===== config.mk =====
export PLATFORM = sky130hd
export DESIGN_NAME = pc_sequencer
export DESIGN_NICKNAME = d
export VERILOG_FILES = /design/src/rtl/pc_sequencer.sv
export SDC_FILE = /design/constraint.sdc
export NUM_CORES = 1
export LEC_CHECK = 0
export ABC_AREA = 1
export BUFFER_PORTS_ARGS = -buffer_cell sky130_fd_sc_hd__buf_2
export CORE_UTILIZATION = 25
export CTS_CLUSTER_SIZE = 24
export DETAILED_ROUTE_END_ITERATION = 12
export PLACE_DENSITY_LB_ADDON = 0.12
export SETUP_SLACK_MARGIN = 0.4
export SLEW_MARGIN = 10
export SYNTH_ARGS = -nofsm -noshare
export SYNTH_HDL_FRONTEND = slang
export SYNTH_SLANG_ARGS = --single-unit

===== constraint.sdc =====
create_clock -name clk -period 2.9 [get_ports clk]
set_input_delay 0.145 -clock clk [delete_from_list [all_inputs] [get_ports clk]]
set_output_delay 0.145 -clock clk [all_outputs]
set_load 0.005 [all_outputs]

===== src/rtl/pc_sequencer.sv =====
// PC register and fetch/execute sequencer for the single-cycle core.
// Adds start/stall/halt control, a run-away watchdog and a retire counter.
module pc_sequencer #(
  parameter int unsigned PC_W       = 32,
  parameter int unsigned OFFSET_W   = 7,
  parameter logic [31:0] START_PC   = 32'd0,
  parameter logic [8:0]  HALT_INSTR = 9'b111111111,
  parameter int unsigned MAX_CYCLES = 4096
) (
  input  logic            clk,
  input  logic            rst_n,
  input  logic            start,
  input  logic            stall,
  input  logic [8:0]      instr,
  input  logic            branch,
  input  logic            zero,
  output logic            imem_en,
  output logic [PC_W-1:0] imem_addr,
  output logic [PC_W-1:0] pc,
  output logic            busy,
  output logic            done,
  output logic            timeout,
  output logic [31:0]     instr_count
);

  localparam int unsigned CW = $clog2(MAX_CYCLES + 1);

  typedef enum logic [1:0] {
    IDLE,
    FETCH,
    EXEC,
    DONE
  } state_t;

  state_t          state_q, state_d;
  logic [PC_W-1:0] pc_q, pc_d;
  logic [31:0]     cnt_q, cnt_d;
  logic            timeout_q, timeout_d;
  logic [CW-1:0]   cyc_q, cyc_d;

  logic [PC_W-1:0] offset;
  logic            is_busy;
  logic            wd_hit;

  assign offset = {{(PC_W-OFFSET_W){instr[OFFSET_W-1]}},
                   instr[OFFSET_W-1:0]};

  assign is_busy = (state_q == FETCH) || (state_q == EXEC);
  assign wd_hit  = is_busy && (cyc_q == CW'(MAX_CYCLES - 1));

  always_comb begin
    state_d   = state_q;
    pc_d      = pc_q;
    cnt_d     = cnt_q;
    timeout_d = timeout_q;
    cyc_d     = cyc_q;
    if (is_busy) cyc_d = cyc_q + 1'b1;
    case (state_q)
      IDLE: begin
        if (start) begin
          pc_d      = PC_W'(START_PC);
          cnt_d     = '0;
          timeout_d = 1'b0;
          cyc_d     = '0;
          state_d   = FETCH;
        end
      end
      FETCH: state_d = EXEC;
      EXEC: begin
        if (!stall) begin
          if (instr == HALT_INSTR) begin
            state_d = DONE;
          end else begin
            cnt_d   = cnt_q + 32'd1;
            pc_d    = (branch && zero) ? pc_q + offset
                                       : pc_q + 1'b1;
            state_d = FETCH;
          end
        end
      end
      DONE:    state_d = IDLE;
      default: state_d = IDLE;
    endcase
    // Watchdog wins over halt, stall and a normal retire.
    if (wd_hit) begin
      state_d   = DONE;
      timeout_d = 1'b1;
      pc_d      = pc_q;
      cnt_d     = cnt_q;
    end
  end

  always_ff @(posedge clk or negedge rst_n) begin
    if (!rst_n) begin
      state_q   <= IDLE;
      pc_q      <= '0;
      cnt_q     <= '0;
      timeout_q <= 1'b0;
      cyc_q     <= '0;
    end else begin
      state_q   <= state_d;
      pc_q      <= pc_d;
      cnt_q     <= cnt_d;
      timeout_q <= timeout_d;
      cyc_q     <= cyc_d;
    end
  end

  assign imem_en     = (state_q == FETCH);
  assign imem_addr   = pc_q;
  assign pc          = pc_q;
  assign busy        = is_busy;
  assign done        = (state_q == DONE);
  assign timeout     = timeout_q;
  assign instr_count = cnt_q;

endmodule


# Yosys cells after proc, flatten, opt, wreduce, memory -nomap -nowiden
# Cells that the tools add are included.
[word_totals]
reg_bits = 80
inputBits = 15
output_inout_bits = 100
word_cells = 49
[op_classes]
addsub = 4
n_eq_ne = 10
mux = 19
bitwise_logic = 1
n_reduce_logical = 10
[ops]
columns = ["op", "count"]
rows = [
  ["two-way mux 32 bit", 6],
  ["one-hot mux 32 bit (2 select lines)", 2],
  ["adder 32 x 1 -> 32 bit (second input constant)", 2],
  ["two-way mux 13 bit", 3],
  ["adder 32 bit", 1],
  ["adder 13 x 1 -> 13 bit (second input constant)", 1],
  ["equality test 13 x 12 -> 1 bit (second input constant)", 1],
  ["equality test 9 bit (second input constant)", 1],
  ["two-way mux 2 bit", 4],
  ["one-hot mux 2 bit (4 select lines)", 1],
  ["inequality test 2 bit (second input constant)", 3],
  ["inequality test 3 bit (second input constant)", 2],
  ["nonzero test 2 bit", 3],
  ["AND reduction 5 bit", 1],
  ["equality test 2 bit (second input constant)", 2],
  ["AND reduction 2 bit", 2],
  ["two-way mux 1 bit", 3],
  ["equality test 2 x 1 -> 1 bit (second input constant)", 1],
  ["logical AND 1 bit", 2],
  ["logical NOT 2 bit", 1],
  ["logical OR 1 bit", 1],
  ["inverter 1 bit", 1],
]

# Longest topological paths before layout
[depth]
word_depth = 5
ltp_mapped = 17
ltp_nobuf = 17

# Worst setup path before layout
# No wires, ideal clock.
[synth_path]
path_type = "register to register"
from = "reg state_q[0]"
to = "reg cnt_q[15], in the netlist instr_count[15]"
setup_ns = 0.118
t_arrival_ns = 2.058
required_time_ns = 2.782
setup_slack_ns = 0.724
stages_incl_launch_ff = 14
n_path_buf = 2
period_less_slack_ns = 2.176
cell_sequence = "dfrtp_1 > inv_1 > ha_1 > buf_4 > nand2_1 > nor3_2 > nand4_1 > nor2_2 > nand4_2 > o211ai_2 > inv_4 > buf_2 > nand3_1 > nand2_1"
[synth_via]
elab_chain_cells = 5
word_cells_on_any_way = 12
classes_between = "eq/ne (5); mux (1); bitwise (1); reduce/logical (5)"
[synth_lines]
columns = ["element", "line", "rtl"]
rows = [
  ["start: declaration", "35", "state_t state_q, state_d;"],
  ["start signal: assignment", "101", "state_q <= state_d;"],
  ["equality test 2 x 1 -> 1 bit or equality test 2 bit (tied branches)", "48", "assign is_busy = (state_q == FETCH) || (state_q == EXEC);"],
  ["logical OR 1 bit (*)", "48", ""],
  ["net busy", "20", "output logic busy,"],
  ["logical AND 1 bit (*)", "49", "assign wd_hit = is_busy && (cyc_q == CW'(MAX_CYCLES - 1));"],
  ["inverter 1 bit (no source line) (*)", "-", ""],
  ["AND reduction 5 bit (no source line) (*)", "-", ""],
  ["end signal: assignment", "103", "cnt_q <= cnt_d;"],
  ["end: declaration", "37", "logic [31:0] cnt_q, cnt_d;"],
]
# Mark *: on every way through the listed nets, which the timed path passes. The rest lies on a longest branch.
# A chain may end at the register's enable or synchronous reset.

# Worst setup path after layout
[layout_path]
from = "reg state_q[0]"
to = "reg cnt_q[29], in the netlist instr_count[29]"
[layout_via]
elab_chain_cells = 5
word_cells_on_any_way = 12
classes_between = "eq/ne (5); mux (1); bitwise (1); reduce/logical (5)"
[layout_lines]
columns = ["element", "line"]
rows = [
  ["equality test 2 x 1 -> 1 bit or equality test 2 bit (tied branches)", "48, 58"],
  ["logical OR 1 bit", "48"],
  ["logical AND 1 bit", "49"],
  ["inverter 1 bit (no source line)", "-"],
  ["AND reduction 5 bit (no source line)", "-"],
]
# Several ways; a longest one is shown, not always the timed one.

==> flow_metrics.py <==
metrics = {
    "global_route": {
        "grt_pass1_wl_microns": 38200,
        "use_met1": 0.251,
        "grt_overflow_total": 0,
        "grt_use_total": 0.177,
        "grt_max_degree": 48,
        "grt_pass1_vias": 6715,
        "grt-busiest-layer": "met2",
        "antenna_found_initial": 0,
        "met3_usage": 0.0231,
        "grtUsageMet2": 0.285,
    },
    "synthesis": {
        "synth_top_area_cell": "dfrtp_1",
        "avgSynthCellArea_sq_um": 6.36,
        "synthFlopType": "dfrtp_1",
        "async_flop_share": 1.00,
        "synth.distinct_cells": 46,
        "syn_inst": 1058,
        "ys_ff_latch": 80,
        "netlist_area_sq_um": 6730,
        "synth_edf_count": 0,
        "yosys.area.top_type_share": 0.298,
        "synthesis.nets": 1089,
        "synth-seq-area-share": 0.298,
        "ys_top_cells_by_area": "dfrtp_1 (30%), nand2_1 (21%), inv_1 (6.7%)",
        "yosysWarningCount": 0,
    },
    "final_layout": {
        "drive_gt1_frac": 0.164,
        "area_growth_syn_to_layout_pct": 17.2,
        "final_nets": 1178,
        "final_common_cell": "nand2_1",
        "stdcell_area_sq_um": 7880,
        "post-route-util": 0.301,
        "diodes": 0,
        "final_cell_mix": "nand2_1 (375), inv_1 (120), buf_2 (113)",
    },
    "setup_path": {
        "ff2ff_path_depth": 12,
        "cp.depth": 12,
        "crit_slowest_cell": "dfrtp_1",
        "required_ns": 3.17,
        "cp.arrival_ns": 2.54,
        "crit_family": "simple AND/OR/NAND/NOR gates",
        "critPathBufInv": 3,
        "cp-start-kind": "flop",
        "path_class": "flop to flop",
        "critical_path.max_stage_delay_ns": 0.41,
        "crit_top_cell": "nand2_1",
        "crit_chain": "inv_1 -> ha_4 -> nand2_1 -> nor3_2 -> nand4_1 -> nor2_4 -> nand4_4 -> o211ai_4 -> buf_4 -> buf_12 -> nand2_1 -> o21ai_1",
        "cp_max_fo": 29,
        "r2r-start": "state_q[0]",
        "worst_setup_path_end_kind": "flop",
        "r2r_slack_ns": 0.63,
        "r2r-end": "instr_count[29]",
    },
    "floorplanning": {
        "die_x_microns": 166,
        "start_util": 0.257,
        "num_rows": 59,
        "dieArea_sq_um": 27600,
        "core-area_sq_um": 26200,
        "die_h_microns": 166,
        "io_pins": 115,
    },
    "power_and_ir_drop": {
        "report.power.total_uw": 5830,
        "peakVddDrop_uv": 467,
        "powerDensity_nw_per_um2": 740,
        "leakagePower_uw": 0.00402,
    },
    "status": {
        "status": "finished with violations",
        "violations": "DRC",
    },
    "timing": {
        "fin_setup_tns_ns": 0,
        "fin_crit_ns": 2.27,
        "hold_viol": 0,
        "worstMarginPinSlew_ns": 0.698,
        "clock_skew_ns": 0.00886,
        "timing.final.crit_share": 0.781,
        "rsz0062_at_grt": "no",
        "slew_violations": 0,
        "whs_ns": 0.192,
        "maxSlewHeadroom": 0.535,
        "timing.fmax_mhz": 441,
        "setup_viol": 0,
    },
    "min_path": {
        "min_delay_path_depth": 4,
        "hp-start": "stall",
        "min_to": "state_q[1]",
        "hold_class": "input pin to flop",
    },
    "placement": {
        "io_buffers": 114,
        "place_congestion": 0.879,
        "placed_area_sq_um": 7460,
        "dp_hpwl_microns": 18200,
    },
    "cts": {
        "cts_sinks": 80,
        "numCtsBuffers": 9,
        "cts.path.max_buffers": 2,
        "clkTransAtPathRegs_ns": 0.07,
        "cts_tree": "built",
        "clk_latency_ns": 0.36,
        "cts_max_level": 3,
        "root_buffer": "clkbuf_16",
    },
    "route": {
        "drc": 3,
        "wl_per_cell_microns": 16.2,
        "drtAntennaViolNets": 0,
        "drt_iter0_drc": 477,
        "vias": 6980,
        "wirelength_microns": 24000,
        "firstDrtPassIters": 9,
        "viasPerCell": 4.69,
    },
    "job": {
        "cap_violations": 0,
    },
}
## cells by family after synthesis
kind of cell,Yosys count,synth area share
AO/OA/AOI/OAI,111,0.101
XOR/XNOR,23,0.0299
AND/OR/NAND/NOR,645,0.410
flip-flops,80,0.298
buffers and inverters,183,0.130
adder cells (fa/ha/maj),16,0.0309
## how the worst max path moves through the flow
| stage | slack [ns] | startpoint | to |
|---|---|---|---|
| after floorplan | 0.72 | state_q[0] | instr_count[15] |
| after global placement | 0.37 | branch | imem_addr[28] |
| after detailed placement | 0.34 | branch | imem_addr[28] |
| after CTS | 0.44 | state_q[0] | imem_addr[6] |
| after global routing | 0.41 | imem_addr[0] | imem_addr[28] |
| final | 0.63 | state_q[0] | instr_count[29] |
## repair_timing
| item | in CTS | in global routing |
|---|---|---|
| endpoints found under the hold margin | 44 | 0 |
| hold buffers | 1 | 0 |
| buffers inserted | 2 | 4 |
| gates resized for setup | 3 | 5 |
| endpoints found under the setup margin | 40 | 59 |
| pin swaps | 1 | 4 |
| cloned | 1 | 0 |
## where the power goes
group / internal, uW / switching [uW] / total (uW)
Sequential: 1340 / 300 / 1640
Combinational: 1030 / 1910 / 2940
Clock: 680 / 571 / 1250
Total: 3050 / 2780 / 5830
## state kept, by name (all words and copies together) (netlist names)
register,cells
cyc_q,13
instr_count,32
state_q,2
imem_addr,32
timeout,1
## worst min-delay path, cell delays in order
cell and delay, ns:
buf_2 0.08, a21oi_1 0.09, nand3_1 0.08, o211ai_1 0.10
## synth_stat cells (3+ instances only)
library cell,number
buf_2,14
nor3_1,23
inv_2,3
o21ai_1,29
nand4_1,29
nor2_1,100
clkbuf_1,3
o21ai_0,14
ha_1,15
buf_4,37
nor2_2,6
xor2_1,13
nand2_1,375
dfrtp_1,80
nand2_2,3
nand3b_1,7
a21oi_1,29
buf_6,4
xnor2_1,10
or2_2,12
o22ai_1,6
inv_1,120
a41oi_1,16
o21bai_1,4
nand3_1,81
## per-stage QoR
step	worst slack, ns	cells
after detailed placement	0.338	1463
after global placement	0.375	1463
final	0.634	1487
after floorplan	0.724	1058
after global routing	0.415	1487
after CTS	0.439	1483
## cell type report
cell class / count / area [sq um]
inverter: 124 / 468
multi-input combinational: 795 / 3890
fill: 2949 / 18300
timing repair buffer: 137 / 797
tap: 335 / 419
sequential: 80 / 2000
clock inverter: 7 / 80.1
clock buffer: 9 / 225
## per-layer routing
layer / share of wire / up-vias
met4: 0.012 / 0
li1: - / 3569
met1: 0.50 / 3232
met2: 0.45 / 164
met3: 0.043 / 15
met5: 0 / -
Power figures use the tool's default switching activity.
